===== src/rtl/instr_fetch_unit.sv =====
// Instruction fetch unit: owns the PC, fetches one word per instruction over a
// req/ack handshake, and traps misaligned PCs and memory timeouts into a sticky fault.
module instr_fetch_unit #(
  parameter int                    DATA_WIDTH = 32,
  parameter int                    ADDR_WIDTH = 32,
  parameter logic [ADDR_WIDTH-1:0] RESET_PC   = '0,
  parameter int                    TIMEOUT    = 16
) (
  input  logic                         clk,
  input  logic                         rst_n,
  input  logic                         PCsrc,
  input  logic signed [DATA_WIDTH-1:0] ImmOp,
  input  logic                         Stall,
  output logic                         imem_req,
  output logic        [ADDR_WIDTH-1:0] imem_addr,
  input  logic                         imem_ack,
  input  logic        [DATA_WIDTH-1:0] imem_rdata,
  output logic        [DATA_WIDTH-1:0] Instr,
  output logic                         InstrValid,
  output logic        [ADDR_WIDTH-1:0] PC,
  output logic                         Fault
);

  localparam logic [DATA_WIDTH-1:0] NOP  = DATA_WIDTH'(32'h0000_0013);
  localparam int                    CW   = (TIMEOUT > 1) ? $clog2(TIMEOUT) : 1;
  localparam logic [CW-1:0]         TMAX = CW'((TIMEOUT > 0) ? TIMEOUT - 1 : 0);

  typedef enum logic [1:0] {IDLE, FETCH, VALID, FAULT} state_t;

  state_t                         state;
  logic          [CW-1:0]         wait_cnt;
  logic signed   [ADDR_WIDTH-1:0] offset;
  logic          [ADDR_WIDTH-1:0] next_pc;

  // Branch target arithmetic wraps modulo 2^ADDR_WIDTH; no overflow is reported.
  function automatic logic [ADDR_WIDTH-1:0] target_pc(
    input logic        [ADDR_WIDTH-1:0] pc,
    input logic                         taken,
    input logic signed [ADDR_WIDTH-1:0] off
  );
    if (taken) return pc + $unsigned(off);
    return pc + ADDR_WIDTH'(4);
  endfunction

  assign offset    = signed'(ImmOp[ADDR_WIDTH-1:0]);
  assign next_pc   = target_pc(PC, PCsrc, offset);
  assign imem_req  = (state == FETCH);
  assign imem_addr = PC;

  always_ff @(posedge clk or negedge rst_n) begin
    if (!rst_n) begin
      state      <= IDLE;
      PC         <= RESET_PC;
      Instr      <= NOP;
      InstrValid <= 1'b0;
      Fault      <= 1'b0;
      wait_cnt   <= '0;
    end else begin
      case (state)
        IDLE: begin
          state    <= FETCH;
          wait_cnt <= '0;
        end
        FETCH: begin
          // An ack arriving on the last allowed cycle still beats the watchdog.
          if (imem_ack) begin
            Instr      <= imem_rdata;
            InstrValid <= 1'b1;
            state      <= VALID;
          end else if (TIMEOUT != 0 && wait_cnt == TMAX) begin
            Fault <= 1'b1;
            state <= FAULT;
          end else begin
            wait_cnt <= wait_cnt + CW'(1);
          end
        end
        VALID: begin
          if (!Stall) begin
            if (next_pc[1:0] != 2'b00) begin
              Fault      <= 1'b1;
              InstrValid <= 1'b0;
              state      <= FAULT;
            end else begin
              PC         <= next_pc;
              InstrValid <= 1'b0;
              wait_cnt   <= '0;
              state      <= FETCH;
            end
          end
        end
        FAULT: begin
          state <= FAULT;
        end
        default: begin
          state <= IDLE;
        end
      endcase
    end
  end

endmodule


===== config.mk =====
export PLATFORM = sky130hd
export DESIGN_NAME = instr_fetch_unit
export DESIGN_NICKNAME = d
export VERILOG_FILES = /design/src/rtl/instr_fetch_unit.sv
export SDC_FILE = /design/constraint.sdc
export NUM_CORES = 1
export LEC_CHECK = 0
export ABC_CLOCK_PERIOD_IN_PS = 4630
export CORE_UTILIZATION = 30
export CTS_BUF_LIST = sky130_fd_sc_hd__clkbuf_4 sky130_fd_sc_hd__clkbuf_8
export DETAILED_ROUTE_END_ITERATION = 8
export PLACE_DENSITY_LB_ADDON = 0.15
export SYNTH_ARGS = -nofsm -noshare
export SYNTH_HDL_FRONTEND = slang
export SYNTH_SLANG_ARGS = --single-unit

===== constraint.sdc =====
create_clock -name clk -period 4.63 [get_ports clk]
set_clock_uncertainty 0.2 [all_clocks]
set_input_delay 1.1575 -clock clk [delete_from_list [all_inputs] [get_ports clk]]
set_output_delay 1.1575 -clock clk [all_outputs]
set_load 0.02 [all_outputs]

==> results of run 1 <==
critical path: stages:
cell             delay [ps]
clkdlybuf4s50_1         400
ha_1                    230
fa_1                    410
a21o_1                  220
a221o_1                 370
o21ai_1                 280
o21ai_0                 190
o22ai_1                 230
o31ai_1                 210
a41oi_1                 260
nor3b_1                 230
flip-flops by register name, indices dropped and copies added, names as in the netlist:
name	count
InstrValid	1
Fault	1
Instr	32
state	2
wait_cnt	4
PC	32
cell type report:
cell class / count / area, um2
clock inverter: 7 / 55.05
inverter: 9 / 33.78
timing repair buffer: 180 / 1764
multi-input combinational: 470 / 3238
fill: 1683 / 10170
tap: 225 / 281.5
clock buffer: 9 / 123.9
sequential: 72 / 1805
routing by layer:
metal  routed length [um]  global-route usage [%]  vias to the layer above
met5                    0                       0                        -
met4                  176                   5.309                        0
met3                  909                   3.393                       13
met2                 7548                   28.31                      181
met1                 7784                   24.01                     2492
li1                     -                       -                     2537
kinds of logic after synthesis:
family,Yosys count
compound gates,200
simple gates,178
flops,72
buf+inv,69
mux,38
fa+ha+maj,34
xor+xnor,20
cells in the final DEF (no fill, tap or decap), drive strengths merged, types with 3 or more instances in the layout:
master	instances
a2111oi	3
a211oi	10
a21boi	3
a21o	16
a21oi	66
a221o	3
a311oi	3
a31oi	13
a41oi	3
and2	11
and3	16
and4	7
buf	14
clkbuf	9
clkdlybuf4s50	166
clkinv	3
dfrtp	69
dfstp	3
ha	33
inv	11
mux2	35
mux2i	3
nand2	35
nand2b	9
nand3	25
nand4	7
nor2	36
nor2b	4
nor3	13
nor4	5
o21a	6
o21ai	34
o22ai	17
o31ai	4
xnor2	11
xor2	9
worst paths after layout:
check / from / endpoint / slack [ps] / cells past startpoint
worst max register to register: PC[0] / PC[26] / 1300 / 10
worst max-delay path: ImmOp[0] / PC[26] / 540 / 11
worst min register to register: Fault / Fault / 280 / 1
max in group asynchronous: rst_n / Instr[1] / 2750 / 2
min in group asynchronous: rst_n / PC[27] / 580 / 1
worst min-delay path: Fault / Fault / 280 / 1
synthesized netlist by cell type (13+ instances only):
| library cell | instances | share of area (%) |
|---|---|---|
| clkbuf_1 | 23 | 1.6 |
| mux2_2 | 34 | 7.1 |
| nor3_1 | 13 | 1.2 |
| a21o_1 | 16 | 2.2 |
| buf_4 | 32 | 4.4 |
| nand3_1 | 25 | 2.3 |
| and3_1 | 16 | 1.8 |
| nand2_1 | 35 | 2.4 |
| o21ai_0 | 32 | 3.0 |
| a31oi_1 | 13 | 1.5 |
| a21oi_1 | 65 | 6.0 |
| o22ai_1 | 17 | 2.0 |
| dfrtp_1 | 69 | 32 |
| ha_1 | 33 | 7.6 |
| nor2_1 | 36 | 2.5 |
power groups by stage:
stage / clock network, mW / registers (mW) / logic [mW]
2_1_floorplan: 0 / 1.19 / 0.616
3_3_place_gp: 0 / 0.986 / 1.41
3_5_place_dp: 0 / 1.00 / 1.42
4_1_cts: 0.495 / 0.987 / 1.42
5_1_grt: 0.518 / 1.01 / 1.52
6_report: 0.476 / 0.984 / 1.41
==> out/results.ini, run 1 <==
[final_layout]
final_cell_area_um2 = 7302
final_util_pct = 41.78
nets = 845
area_delta_synth_final_pct = 34.72
drive_gt1_share_pct = 10.31
fin_cells = 972
num_antenna_cells = 0

[detailed_routing]
vias = 5223
finalWirelength_mm = 16.42
drtIter0Drc = 278
drc = 0
postRouteAntennaNets = 0
wl_per_cell_um = 16.89
dr.pass1.iters = 4
viasPerCell = 5.373

[pwr]
power.density_nw_per_um2 = 393.7
p_int_mw = 1.739
p_sw_mw = 1.135
total_power_mw = 2.874
p_comb_share_pct = 49.2
netSwitchingFraction_pct = 39.49
clkPwrFrac_pct = 16.6
power.share.sequential_pct = 34.2
ir_drop_v = 0.0002970
leakagePower_nw = 3.019

[synth]
synth_xor_area_share_pct = 3.232
ys_ff_latch = 72
synthAdderAreaFrac_pct = 7.987
yosysWarnings = 0
synth_edf_count = 0
synth_compound_area_share_pct = 23.48
synth.distinct_cells = 66
synth_top_family_by_area = compound AO/OA/AOI/OAI gates
syn_inst = 611
post_synth_mux_area_share_pct = 7.895
synth_top_flop_cell = dfrtp_1
synth_fp_nets = 714
syn-cell-area_um2 = 5420
syn_avg_cell_area_um2 = 8.871
ys_async_sr_fraction_pct = 100.0
synth-simple-area-share_pct = 17.11
seq_area_frac_synth_pct = 33.31

[timing]
slew_headroom_pct = 35.27
finalHoldViolCount = 0
tns_ps = 0
setup_viol = 0
finalCritPeriodShare_pct = 88.43
slew_viol_final = 0
whs_ps = 277.9
timing.fmax_mhz = 244.2
finalWorstSetupSlack_ps = 535.8
rsz0062_at_grt = no
fin_crit_ps = 4094
tightest_slew_ps = 962.0

[clock_tree]
path_clk_slew_ps = 90
postCtsSetupBuffers = 0
clock_latency_ps = 380
cts_buffers = 9
ctsResizeCount = 0
cts.path.max_buffers = 2
clock_sinks = 72
hold_buffers = 0
h-tree-depth = 3
cts-root-buf = clkbuf_8
cts_tree = done

[placement]
placed_cells = 956
place_ws_ps = 151.1
hpwl_mm = 12.42
placed_cell_area_um2 = 7123
place.gp.congestion = 0.8698
io_buffer_count = 167

[die]
core_region_area_um2 = 17480
dieArea_um2 = 18610
start_util_pct = 31.01
die_y_um = 136.4
num_rows = 48
io_pins = 168
die_w_um = 136.4

[grt]
grt_pass1_vias = 4893
grt_pass1_wl_mm = 25.48
antenna_found_initial = 0
grt_max_degree = 34
grt_usage_pct = 17.71
overflow = 0

[worst_setup_path]
worst_ep_required_time_ps = 4720
cp_max_fo = 5
arrival_ps = 4180
cp-end-kind = register
crit_type = in -> reg
cp-start-kind = input pin

[outcome]
status = finished, final reports clean

[min_path]
hold_class = reg -> reg

[job]
cap_violations = 0

Power figures use the tool's default switching activity.
==> inputs of run 2 (changes only) <==
--- a/config.mk
+++ b/config.mk
@@ -10,6 +10,7 @@
 export CTS_BUF_LIST = sky130_fd_sc_hd__clkbuf_4 sky130_fd_sc_hd__clkbuf_8
 export DETAILED_ROUTE_END_ITERATION = 8
 export PLACE_DENSITY_LB_ADDON = 0.15
+export SKIP_CTS_REPAIR_TIMING = 1
 export SYNTH_ARGS = -nofsm -noshare
 export SYNTH_HDL_FRONTEND = slang
 export SYNTH_SLANG_ARGS = --single-unit
==> results of run 2 <==
Same layout as run 1: the final DEF is identical, and so are final timing and power.
==> inputs of run 3 (changes only) <==
--- a/config.mk
+++ b/config.mk
@@ -5,11 +5,9 @@
 export SDC_FILE = /design/constraint.sdc
 export NUM_CORES = 1
 export LEC_CHECK = 0
-export ABC_CLOCK_PERIOD_IN_PS = 4630
 export CORE_UTILIZATION = 30
 export CTS_BUF_LIST = sky130_fd_sc_hd__clkbuf_4 sky130_fd_sc_hd__clkbuf_8
 export DETAILED_ROUTE_END_ITERATION = 8
-export PLACE_DENSITY_LB_ADDON = 0.15
 export SKIP_CTS_REPAIR_TIMING = 1
 export SYNTH_ARGS = -nofsm -noshare
 export SYNTH_HDL_FRONTEND = slang
==> out/results.ini, run 3 (synthesized netlist as in run 1, its figures left out) <==
[outcome]
status = finished, final reports clean  ; unchanged

[pwr]
power.density_nw_per_um2 = 397.2  ; was 393.7 nW/um2
netSwitchingFraction_pct = 38.30  ; was 39.49%
clkPwrFrac_pct = 17.9  ; was 16.6%
power.share.sequential_pct = 33.8  ; was 34.2%
leakagePower_nw = 3.037  ; was 3.019 nW
total_power_mw = 2.911  ; was 2.874 mW
p_sw_mw = 1.115  ; was 1.135 mW
ir_drop_v = 0.0003213  ; was 0.0002970 V
p_comb_share_pct = 48.3  ; was 49.2%
p_int_mw = 1.796  ; was 1.739 mW

[job]
cap_violations = 0  ; unchanged

[placement]
place.gp.congestion = 0.8266  ; was 0.8698
hpwl_mm = 12.06  ; was 12.42 mm
io_buffer_count = 167  ; unchanged

[die]
die_y_um = 136.4  ; unchanged
num_rows = 48  ; unchanged
dieArea_um2 = 18610  ; unchanged
start_util_pct = 31.01  ; unchanged
core_region_area_um2 = 17480  ; unchanged
io_pins = 168  ; unchanged
die_w_um = 136.4  ; unchanged

[clock_tree]
clock_latency_ps = 360  ; was 380 ps
path_clk_slew_ps = 80  ; was 90 ps
cts-root-buf = clkbuf_8  ; unchanged
cts.path.max_buffers = 2  ; unchanged
cts_buffers = 9  ; unchanged
h-tree-depth = 3  ; unchanged
clock_sinks = 72  ; unchanged
cts_tree = done  ; unchanged

[timing]
tns_ps = 0  ; unchanged
fin_crit_ps = 4073  ; was 4094 ps
setup_viol = 0  ; unchanged
whs_ps = 268.6  ; was 277.9 ps
finalCritPeriodShare_pct = 87.96  ; was 88.43%
slew_viol_final = 0  ; unchanged
timing.fmax_mhz = 245.5  ; was 244.2 MHz
slew_headroom_pct = 34.72  ; was 35.27%
finalHoldViolCount = 0  ; unchanged
rsz0062_at_grt = no  ; unchanged
tightest_slew_ps = 970.3  ; was 962.0 ps

[final_layout]
multi_input_area_um2 = 3238  ; unchanged
drive_gt1_share_pct = 10.31  ; unchanged
nFillCells = 1699  ; was 1683
final_cell_mix = clkdlybuf4s50_1, dfrtp_1, a21oi_1, nand2_1, nor2_1  ; unchanged
regArea_um2 = 1805  ; unchanged
area_delta_synth_final_pct = 35.20  ; was 34.72%
top_regs = Instr: 32 flops, PC: 32 flops, wait_cnt: 4 flops  ; unchanged
num_antenna_cells = 0  ; unchanged
layout_commonest_cell = clkdlybuf4s50_1  ; unchanged
nets = 845  ; unchanged

[detailed_routing]
met2_length_mm = 7.294  ; was 7.548 mm
postRouteAntennaNets = 0  ; unchanged
dr.pass1.iters = 5  ; was 4
wl_met3_um = 998  ; was 909 um
drc = 0  ; unchanged
wl_per_cell_um = 16.27  ; was 16.89 um
drtIter0Drc = 309  ; was 278
top_layer_used = met4  ; unchanged
finalWirelength_mm = 15.82  ; was 16.42 mm
viasPerCell = 5.410  ; was 5.373
vias = 5259  ; was 5223
wl_met1_mm = 7.310  ; was 7.784 mm

[worst_setup_path]
cp_max_fo = 6  ; was 5
cp-end-kind = register  ; unchanged
crit_type = in -> reg  ; unchanged
arrival_ps = 4160  ; was 4180 ps
worst_ep_required_time_ps = 4720  ; about the same
cp-start-kind = input pin  ; unchanged

[grt]
grt_pass1_wl_mm = 25.14  ; was 25.48 mm
antenna_found_initial = 0  ; unchanged
grt_pass1_vias = 5024  ; was 4893
grt_max_degree = 73  ; was 34
overflow = 0  ; unchanged
grt_usage_pct = 17.10  ; was 17.71%

[min_path]
hold_class = reg -> reg  ; unchanged

run 3: cell count changes in the layout (fill, tap and decap cells not counted), sizes merged:
| cell | previous run | this run |
|---|---|---|
| clkinvlp | 2 | 0 |
| clkinv | 3 | 4 |
| bufinv | 0 | 1 |
run 3: metal layers:
layer | vias up | global-route usage [%]
met4 | 0 | 5.494
met5 | - | 0
met1 | 2509 | 22.17
met2 | 193 | 28.29
met3 | 16 | 3.468
li1 | 2541 | -
run 3: cell type report:
type | count | area share, %
Sequential cell | 72 | 24.64
Tap cell | 225 | 3.842
Inverter | 9 | 0.4610
Timing Repair Buffer | 180 | 24.11
Multi-Input combinational cell | 470 | 44.19
Clock inverter | 7 | 1.076
Clock buffer | 9 | 1.690
run 3: through the flow:
stage	area [um2]	setup WS [ps]	utilization (%)	instances
after floorplan	5420	864.0	-	611
after global placement	7126	281.8	40.77	956
after detailed placement	7126	207.6	40.77	956
after CTS	7328	580.9	41.93	972
after global routing	7328	399.1	41.93	972
final	7328	557.4	41.93	972
run 3: path summary, 6_finish.rpt:
kind                                from  slack [ps]  cells after the start         to
worst min-delay path               Fault         270                      1      Fault
worst max-delay path            ImmOp[7]         560                     11     PC[31]
min in group asynchronous          rst_n         740                      1  Instr[28]
max in group asynchronous          rst_n        2890                      1   Instr[8]
worst max register to register     PC[7]        1240                     10     PC[31]
worst min register to register     Fault         270                      1      Fault
run 3: critical path, cell delays in order:
cell and delay (ps):
clkdlybuf4s50_1 410, ha_1 370, and3_1 220, and3_1 180
a222oi_1 300, buf_4 200, o211ai_2 190, a2111oi_0 600
nor2_1 200, nand4bb_1 240, nand4_1 110
run 3: power by group through the flow:
stage	clock, mW	combinational [mW]	sequential [mW]
2_1_floorplan	0	0.616	1.19
3_3_place_gp	0	1.40	0.983
3_5_place_dp	0	1.41	0.998
4_1_cts	0.543	1.41	0.986
5_1_grt	0.570	1.52	1.02
6_report	0.522	1.40	0.984
